<file path="src/rtl/decode_queue.sv">
// Decode queue: DEPTH-entry {instr, pc} FIFO between fetch and execute, with combinational
// RV32I decode of the head entry. Define DECODE_RV32M_EN to decode M-extension ops instead of flagging them illegal.
package rv32i_types;
    localparam logic [6:0] op_lui   = 7'b0110111;
    localparam logic [6:0] op_auipc = 7'b0010111;
    localparam logic [6:0] op_jal   = 7'b1101111;
    localparam logic [6:0] op_jalr  = 7'b1100111;
    localparam logic [6:0] op_br    = 7'b1100011;
    localparam logic [6:0] op_load  = 7'b0000011;
    localparam logic [6:0] op_store = 7'b0100011;
    localparam logic [6:0] op_imm   = 7'b0010011;
    localparam logic [6:0] op_reg   = 7'b0110011;
    localparam logic [6:0] op_csr   = 7'b1110011;

    typedef enum logic [2:0] {
        alu_add = 3'b000, alu_sll = 3'b001, alu_sra = 3'b010, alu_sub = 3'b011,
        alu_xor = 3'b100, alu_srl = 3'b101, alu_or  = 3'b110, alu_and = 3'b111
    } alu_ops;

    typedef enum logic [2:0] {
        br_beq = 3'b000, br_bne = 3'b001, br_blt = 3'b100,
        br_bge = 3'b101, br_bltu = 3'b110, br_bgeu = 3'b111
    } branch_funct3_t;

    typedef enum logic {alumux1_rs1_out, alumux1_pc_out} alumux1_sel_t;
    typedef enum logic [2:0] {
        alumux2_i_imm, alumux2_u_imm, alumux2_b_imm, alumux2_s_imm, alumux2_j_imm, alumux2_rs2_out
    } alumux2_sel_t;
    typedef enum logic {cmpmux_rs2_out, cmpmux_i_imm} cmpmux_sel_t;
    typedef enum logic [1:0] {pcmux_pc_plus4, pcmux_alu_out, pcmux_alu_mod2} pcmux_sel_t;
    typedef enum logic [3:0] {
        rf_alu_out, rf_br_en, rf_u_imm, rf_lw, rf_pc_plus4, rf_lb, rf_lbu, rf_lh, rf_lhu
    } regfilemux_sel_t;

    typedef struct packed {
        logic [6:0]      opcode;
        alu_ops          aluop;
        branch_funct3_t  cmpop;
        alumux1_sel_t    alumux1_sel;
        alumux2_sel_t    alumux2_sel;
        cmpmux_sel_t     cmpmux_sel;
        pcmux_sel_t      pcmux_sel;
        regfilemux_sel_t regfilemux_sel;
        regfilemux_sel_t mem_rdatamux_sel;
        logic            regwrite_en;
        logic            mem_read;
        logic            mem_write;
        logic [3:0]      mem_byte_enable;
        logic [4:0]      rs1;
        logic [4:0]      rs2;
        logic [4:0]      rd;
    } rv32i_control_word;
endpackage

module decode_queue
    import rv32i_types::*;
#(
    parameter int DEPTH = 4,
    parameter int XLEN  = 32
) (
    input  logic                       clk,
    input  logic                       rst_n,
    input  logic                       flush,
    input  logic                       in_valid,
    output logic                       in_ready,
    input  logic [XLEN-1:0]            in_instr,
    input  logic [XLEN-1:0]            in_pc,
    output logic                       out_valid,
    input  logic                       out_ready,
    output logic [XLEN-1:0]            out_pc,
    output logic [XLEN-1:0]            out_instr,
    output rv32i_control_word          out_ctrl,
    output logic                       out_illegal,
    output logic                       out_is_muldiv,
    output logic [2:0]                 out_muldiv_op,
    output logic [$clog2(DEPTH):0]     count
);
    localparam int PW = $clog2(DEPTH);
    localparam int CW = PW + 1;

    logic [XLEN-1:0] instr_mem [DEPTH];
    logic [XLEN-1:0] pc_mem    [DEPTH];
    logic [PW-1:0]   wr_ptr, rd_ptr;
    logic [CW-1:0]   count_q;
    logic            push, pop;

    assign in_ready  = rst_n && !flush && (count_q < CW'(DEPTH));
    assign out_valid = rst_n && (count_q != '0);
    assign push      = in_valid && in_ready;
    assign pop       = out_valid && out_ready;
    assign count     = count_q;

    // Flush realigns the read pointer onto the write pointer and drops any same-cycle push/pop.
    always_ff @(posedge clk) begin
        if (!rst_n) begin
            wr_ptr  <= '0;
            rd_ptr  <= '0;
            count_q <= '0;
        end else if (flush) begin
            rd_ptr  <= wr_ptr;
            count_q <= '0;
        end else begin
            if (push) wr_ptr <= wr_ptr + PW'(1);
            if (pop)  rd_ptr <= rd_ptr + PW'(1);
            count_q <= count_q + CW'(push) - CW'(pop);
        end
    end

    always_ff @(posedge clk) begin
        if (push) begin
            instr_mem[wr_ptr] <= in_instr;
            pc_mem[wr_ptr]    <= in_pc;
        end
    end

    logic [XLEN-1:0] head_instr;
    logic [6:0]      opcode, funct7;
    logic [2:0]      funct3;
    logic [4:0]      rd, rs1, rs2;
    logic            dec_wr, dec_ill, dec_md;
    rv32i_control_word ctrl;

    assign head_instr = instr_mem[rd_ptr];
    assign out_instr  = head_instr;
    assign out_pc     = pc_mem[rd_ptr];
    assign opcode     = head_instr[6:0];
    assign rd         = head_instr[11:7];
    assign funct3     = head_instr[14:12];
    assign rs1        = head_instr[19:15];
    assign rs2        = head_instr[24:20];
    assign funct7     = head_instr[31:25];

    always_comb begin
        ctrl        = '0;
        ctrl.opcode = opcode;
        dec_wr      = 1'b0;
        dec_ill     = 1'b0;
        dec_md      = 1'b0;
        case (opcode)
            op_lui: begin
                dec_wr                = 1'b1;
                ctrl.regfilemux_sel   = rf_u_imm;
                ctrl.mem_rdatamux_sel = rf_u_imm;
            end
            op_auipc: begin
                dec_wr           = 1'b1;
                ctrl.alumux1_sel = alumux1_pc_out;
                ctrl.alumux2_sel = alumux2_u_imm;
            end
            op_jal: begin
                dec_wr              = 1'b1;
                ctrl.alumux1_sel    = alumux1_pc_out;
                ctrl.alumux2_sel    = alumux2_j_imm;
                ctrl.pcmux_sel      = pcmux_alu_mod2;
                ctrl.regfilemux_sel = rf_pc_plus4;
            end
            op_jalr: begin
                dec_wr              = 1'b1;
                ctrl.rs1            = rs1;
                ctrl.pcmux_sel      = pcmux_alu_mod2;
                ctrl.regfilemux_sel = rf_pc_plus4;
            end
            op_br: begin
                ctrl.rs1         = rs1;
                ctrl.rs2         = rs2;
                ctrl.alumux1_sel = alumux1_pc_out;
                ctrl.alumux2_sel = alumux2_b_imm;
                ctrl.cmpop       = branch_funct3_t'(funct3);
                dec_ill          = (funct3[2:1] == 2'b01);
            end
            op_load: begin
                dec_wr        = 1'b1;
                ctrl.rs1      = rs1;
                ctrl.mem_read = 1'b1;
                case (funct3)
                    3'b000:  ctrl.regfilemux_sel = rf_lb;
                    3'b001:  ctrl.regfilemux_sel = rf_lh;
                    3'b010:  ctrl.regfilemux_sel = rf_lw;
                    3'b100:  ctrl.regfilemux_sel = rf_lbu;
                    3'b101:  ctrl.regfilemux_sel = rf_lhu;
                    default: dec_ill = 1'b1;
                endcase
                ctrl.mem_rdatamux_sel = ctrl.regfilemux_sel;
            end
            op_store: begin
                ctrl.rs1         = rs1;
                ctrl.rs2         = rs2;
                ctrl.mem_write   = 1'b1;
                ctrl.alumux2_sel = alumux2_s_imm;
                case (funct3)
                    3'b000:  ctrl.mem_byte_enable = 4'b0001;
                    3'b001:  ctrl.mem_byte_enable = 4'b0011;
                    3'b010:  ctrl.mem_byte_enable = 4'b1111;
                    default: dec_ill = 1'b1;
                endcase
            end
            op_imm: begin
                dec_wr   = 1'b1;
                ctrl.rs1 = rs1;
            end
            op_reg: begin
                dec_wr           = 1'b1;
                ctrl.rs1         = rs1;
                ctrl.rs2         = rs2;
                ctrl.alumux2_sel = alumux2_rs2_out;
                if (funct7 == 7'b0000001) begin
`ifdef DECODE_RV32M_EN
                    dec_md = 1'b1;
`else
                    dec_ill = 1'b1;
`endif
                end else if (funct7 == 7'b0100000) begin
                    if (funct3 != 3'b000 && funct3 != 3'b101) dec_ill = 1'b1;
                end else if (funct7 != 7'b0000000) begin
                    dec_ill = 1'b1;
                end
            end
            op_csr: ;
            default: dec_ill = 1'b1;
        endcase

        // Integer ALU selection shared by register-immediate and register-register forms.
        if ((opcode == op_imm || opcode == op_reg) && !dec_md) begin
            case (funct3)
                3'b010, 3'b011: begin
                    ctrl.regfilemux_sel = rf_br_en;
                    if (funct3[0]) ctrl.cmpop = br_bltu;
                    else           ctrl.cmpop = br_blt;
                    if (opcode == op_imm) ctrl.cmpmux_sel = cmpmux_i_imm;
                end
                3'b101: begin
                    if (funct7[5]) ctrl.aluop = alu_sra;
                    else           ctrl.aluop = alu_srl;
                end
                3'b000: begin
                    if (opcode == op_reg && funct7[5]) ctrl.aluop = alu_sub;
                    else                               ctrl.aluop = alu_add;
                end
                default: ctrl.aluop = alu_ops'(funct3);
            endcase
        end

        if (dec_ill) begin
            ctrl        = '0;
            ctrl.opcode = opcode;
        end
        ctrl.regwrite_en = dec_wr && !dec_ill && (rd != 5'd0);
        ctrl.rd          = ctrl.regwrite_en ? rd : 5'd0;
    end

    assign out_ctrl      = ctrl;
    assign out_illegal   = dec_ill;
    assign out_is_muldiv = dec_md;
    assign out_muldiv_op = dec_md ? funct3 : 3'b000;
endmodule
</file>
<file path="config.mk">
export PLATFORM = sky130hd
export DESIGN_NAME = decode_queue
export DESIGN_NICKNAME = d
export VERILOG_FILES = /design/src/rtl/decode_queue.sv
export SDC_FILE = /design/constraint.sdc
export NUM_CORES = 1
export LEC_CHECK = 0
export CAP_MARGIN = 0
export CORE_MARGIN = 2
export CORE_UTILIZATION = 60
export DETAILED_ROUTE_END_ITERATION = 10
export DONT_BUFFER_PORTS = 1
export PLACE_DENSITY_LB_ADDON = 0.2
export SLEW_MARGIN = 30
export SYNTH_ARGS = -nofsm -noshare
export SYNTH_HDL_FRONTEND = slang
export SYNTH_SLANG_ARGS = --single-unit
export TNS_END_PERCENT = 30
</file>
<file path="constraint.sdc">
create_clock -name clk -period 7.72 [get_ports clk]
set_clock_uncertainty 0.2 [all_clocks]
set_input_delay 1.544 -clock clk [delete_from_list [all_inputs] [get_ports clk]]
set_output_delay 1.544 -clock clk [all_outputs]
set_load 0.02 [all_outputs]
</file>
==> results.json <==
{
  "run_status": "finished clean",
  "drc": 0,
  "power_density_mw_per_mm2": 243,
  "grt_pass1_wl_um": 28500,
  "ioPinCount": 193,
  "relSlewSlack": 0.386,
  "wl_per_cell_um": 24.9,
  "synth-seq-cells": 265,
  "grt_overflow_total": 0,
  "drv_cap": 0,
  "min_path_cells": 2,
  "area_growth_pct": 9.11,
  "setup.worst_path.start_class": "flip-flop",
  "cp_slowest_cell": "dfxtp_4",
  "worst_ep_arrival_time_ps": 4350,
  "min_to": "wr_ptr[1]$_SDFFE_PN0P_",
  "synthFlopType": "edfxtp_1",
  "core_region_area_mm2": 0.0174,
  "tightest_slew_ps": 912,
  "hold_path_class": "flip-flop to flip-flop",
  "synth_edf_count": 256,
  "cts_buffer_depth": 3,
  "setup_tns_ps": 0,
  "min_period_ps": 6090,
  "path_cells": "mux4_1 -> or4_1 -> nor3_2 -> o221ai_4 -> nor4_1",
  "synth_most_common_cell": "edfxtp_1",
  "post_cts_buffers": 0,
  "cts_sinks": 265,
  "worstSetupEndpointType": "primary output",
  "syn_area_mm2": 0.0107,
  "vias_per_cell": 6.44,
  "cts_resized": 0,
  "synth_top_area_frac": 0.718,
  "grt_pass1_vias": 5179,
  "critPathRequiredTime_ps": 5980,
  "power.leakage_nw": 3.52,
  "antennaDiodeCount": 0,
  "ys_seq_area_frac": 0.734,
  "setup_viol": 0,
  "synth_cell_types": 59,
  "antenna_found_initial": 0,
  "async_reset_ff_frac": 0,
  "postPlaceCellArea_mm2": 0.0109,
  "placementRows": 48,
  "synth_commonest_cells": "edfxtp_1 (256), mux4_2 (62), nand2_1 (21), nor2_1 (18), nor3_1 (16)",
  "hold_buffers": 0,
  "synth_warnings": 0,
  "numCtsBuffers": 25,
  "max_stage_delay_ps": 920,
  "num_vias": 5018,
  "fin_crit_sh": 0.789,
  "die_area_mm2": 0.0189,
  "critPathMaxFanout": 43,
  "reg2regPathDepth": 11,
  "htree_levels": 1,
  "p_total_mw": 2.84,
  "insertion_delay_ps": 520,
  "hold_viol_final": 0,
  "path_clk_slew_ps": 60,
  "io_buffers": 0,
  "yosysTopAreaCell": "edfxtp_1",
  "rsz0062_at_grt": "false",
  "dieWidth_um": 138,
  "slew_violations": 0,
  "critPathBufInv": 0,
  "fin_area_mm2": 0.0117,
  "irDropWorstVdd_uv": 207,
  "ant_nets": 0,
  "first_pass_iters": 4,
  "critPathTopFamily": "simple AND/OR/NAND/NOR gates",
  "r2r_end": "count[2]$_SDFF_PP0_",
  "synthTopCellsByArea": "edfxtp_1 (72%), mux4_2 (13%), dfxtp_1 (1.7%), buf_4 (0.98%), nor4_2 (0.93%)",
  "drtIter0Drc": 313,
  "die_h_um": 138,
  "grt_max_degree": 65,
  "dp_hpwl_um": 12100,
  "rr_startpoint": "count[2]$_SDFF_PP0_",
  "synthCells": 541,
  "syn_avg_cell_area_um2": 19.8,
  "crit_type": "flip-flop to primary output",
  "root_buffer": "clkbuf_16",
  "rrSetupSlack_ps": 4720,
  "start_util": 0.617,
  "nets": 612,
  "hp-start": "wr_ptr[1]$_SDFFE_PN0P_",
  "grt_use_total": 0.205,
  "cts_tree": "built",
  "routed_wl_um": 19400,
  "place_congestion": 0.843,
  "fin_util": 0.674,
  "max_freq_mhz": 164,
  "drive_gt1_frac": 0.235
}
==> power breakdown <==
part	internal, mW	switching [mW]
logic	0.0369	0.0785
registers	1.59	0.00918
clock network	0.627	0.492
==> worst max-delay path by stage <==
stage                     depth (start not counted)  slack (ps)     endpoint
after CTS                                         5        1390  out_ctrl[8]
after global placement                            5        2020  out_ctrl[5]
final                                             5        1630  out_ctrl[8]
after global routing                              5        1330  out_ctrl[8]
after floorplan                                   7        3110  out_ctrl[6]
after detailed placement                          5        1960  out_illegal
==> tightest hold or removal path: cells and delay by family (launching register included) <==
| family | cells | cell delay [ps] |
|---|---|---|
| multiplexers | 1 | 150 |
| AND/OR/NAND/NOR | 1 | 60 |
| flip-flops | 1 | 350 |
==> through the flow <==
step,hold slack (ps),cells,setup WS (ps)
after floorplan,339,545,3110
after global placement,365,729,2020
after detailed placement,397,733,1960
after CTS,406,778,1390
after global routing,449,779,1330
final,400,779,1630
==> state kept, by name (all words and copies together), names as in the netlist, named ones only <==
| name | cells |
|---|---|
| instr_mem | 128 |
| pc_mem | 128 |
| count | 3 |
| rd_ptr | 2 |
| wr_ptr | 2 |
==> cells in the final DEF, fill, tap and decap left out, types with 3 or more instances in the layout <==
cell type	instances
edfxtp_1	256
mux4_2	62
clkbuf_16	25
nand2_1	21
nor2_1	18
nor3_1	16
inv_1	9
nor4_2	9
o21ai_0	8
clkinv_1	8
clkinv_2	7
dfxtp_1	7
and2_1	6
ha_1	6
nand2b_1	5
nand3_1	5
nor4_1	5
conb_1	5
or3_1	4
xnor2_1	4
and3_4	4
xor2_1	3
buf_12	3
buf_4	3
==> metal layers <==
metal  GRT usage  share of wire  up-vias
li1            -              -     2183
met1       0.238           0.35     2552
met2       0.349           0.50      249
met3      0.0872           0.12       34
met4      0.0613          0.022        0
met5           0              0        -
==> cells by family (layout without fill, tap and decap cells) <==
group	count (synthesis)	after routing	synth area share
AO/OA/AOI/OAI	34	34	0.0256
XOR/XNOR	7	7	0.00572
adder cells (fa/ha/maj)	7	7	0.00888
buffers and inverters	53	62	0.0285
flip-flops	265	265	0.734
multiplexers	66	66	0.137
other	1	5	0.000350
AND/OR/NAND/NOR	108	108	0.0594
==> final cells by class <==
cell class                 instances  area (µm²)
sequential                       265        7880
clock inverter                    19         130
inverter                           9        33.8
clock buffer                      26         629
fill                            1138        5670
timing repair buffer               8         138
multi-input combinational        227        2600
tap                              225         282
No activity file was read; power rests on OpenSTA's default activity.
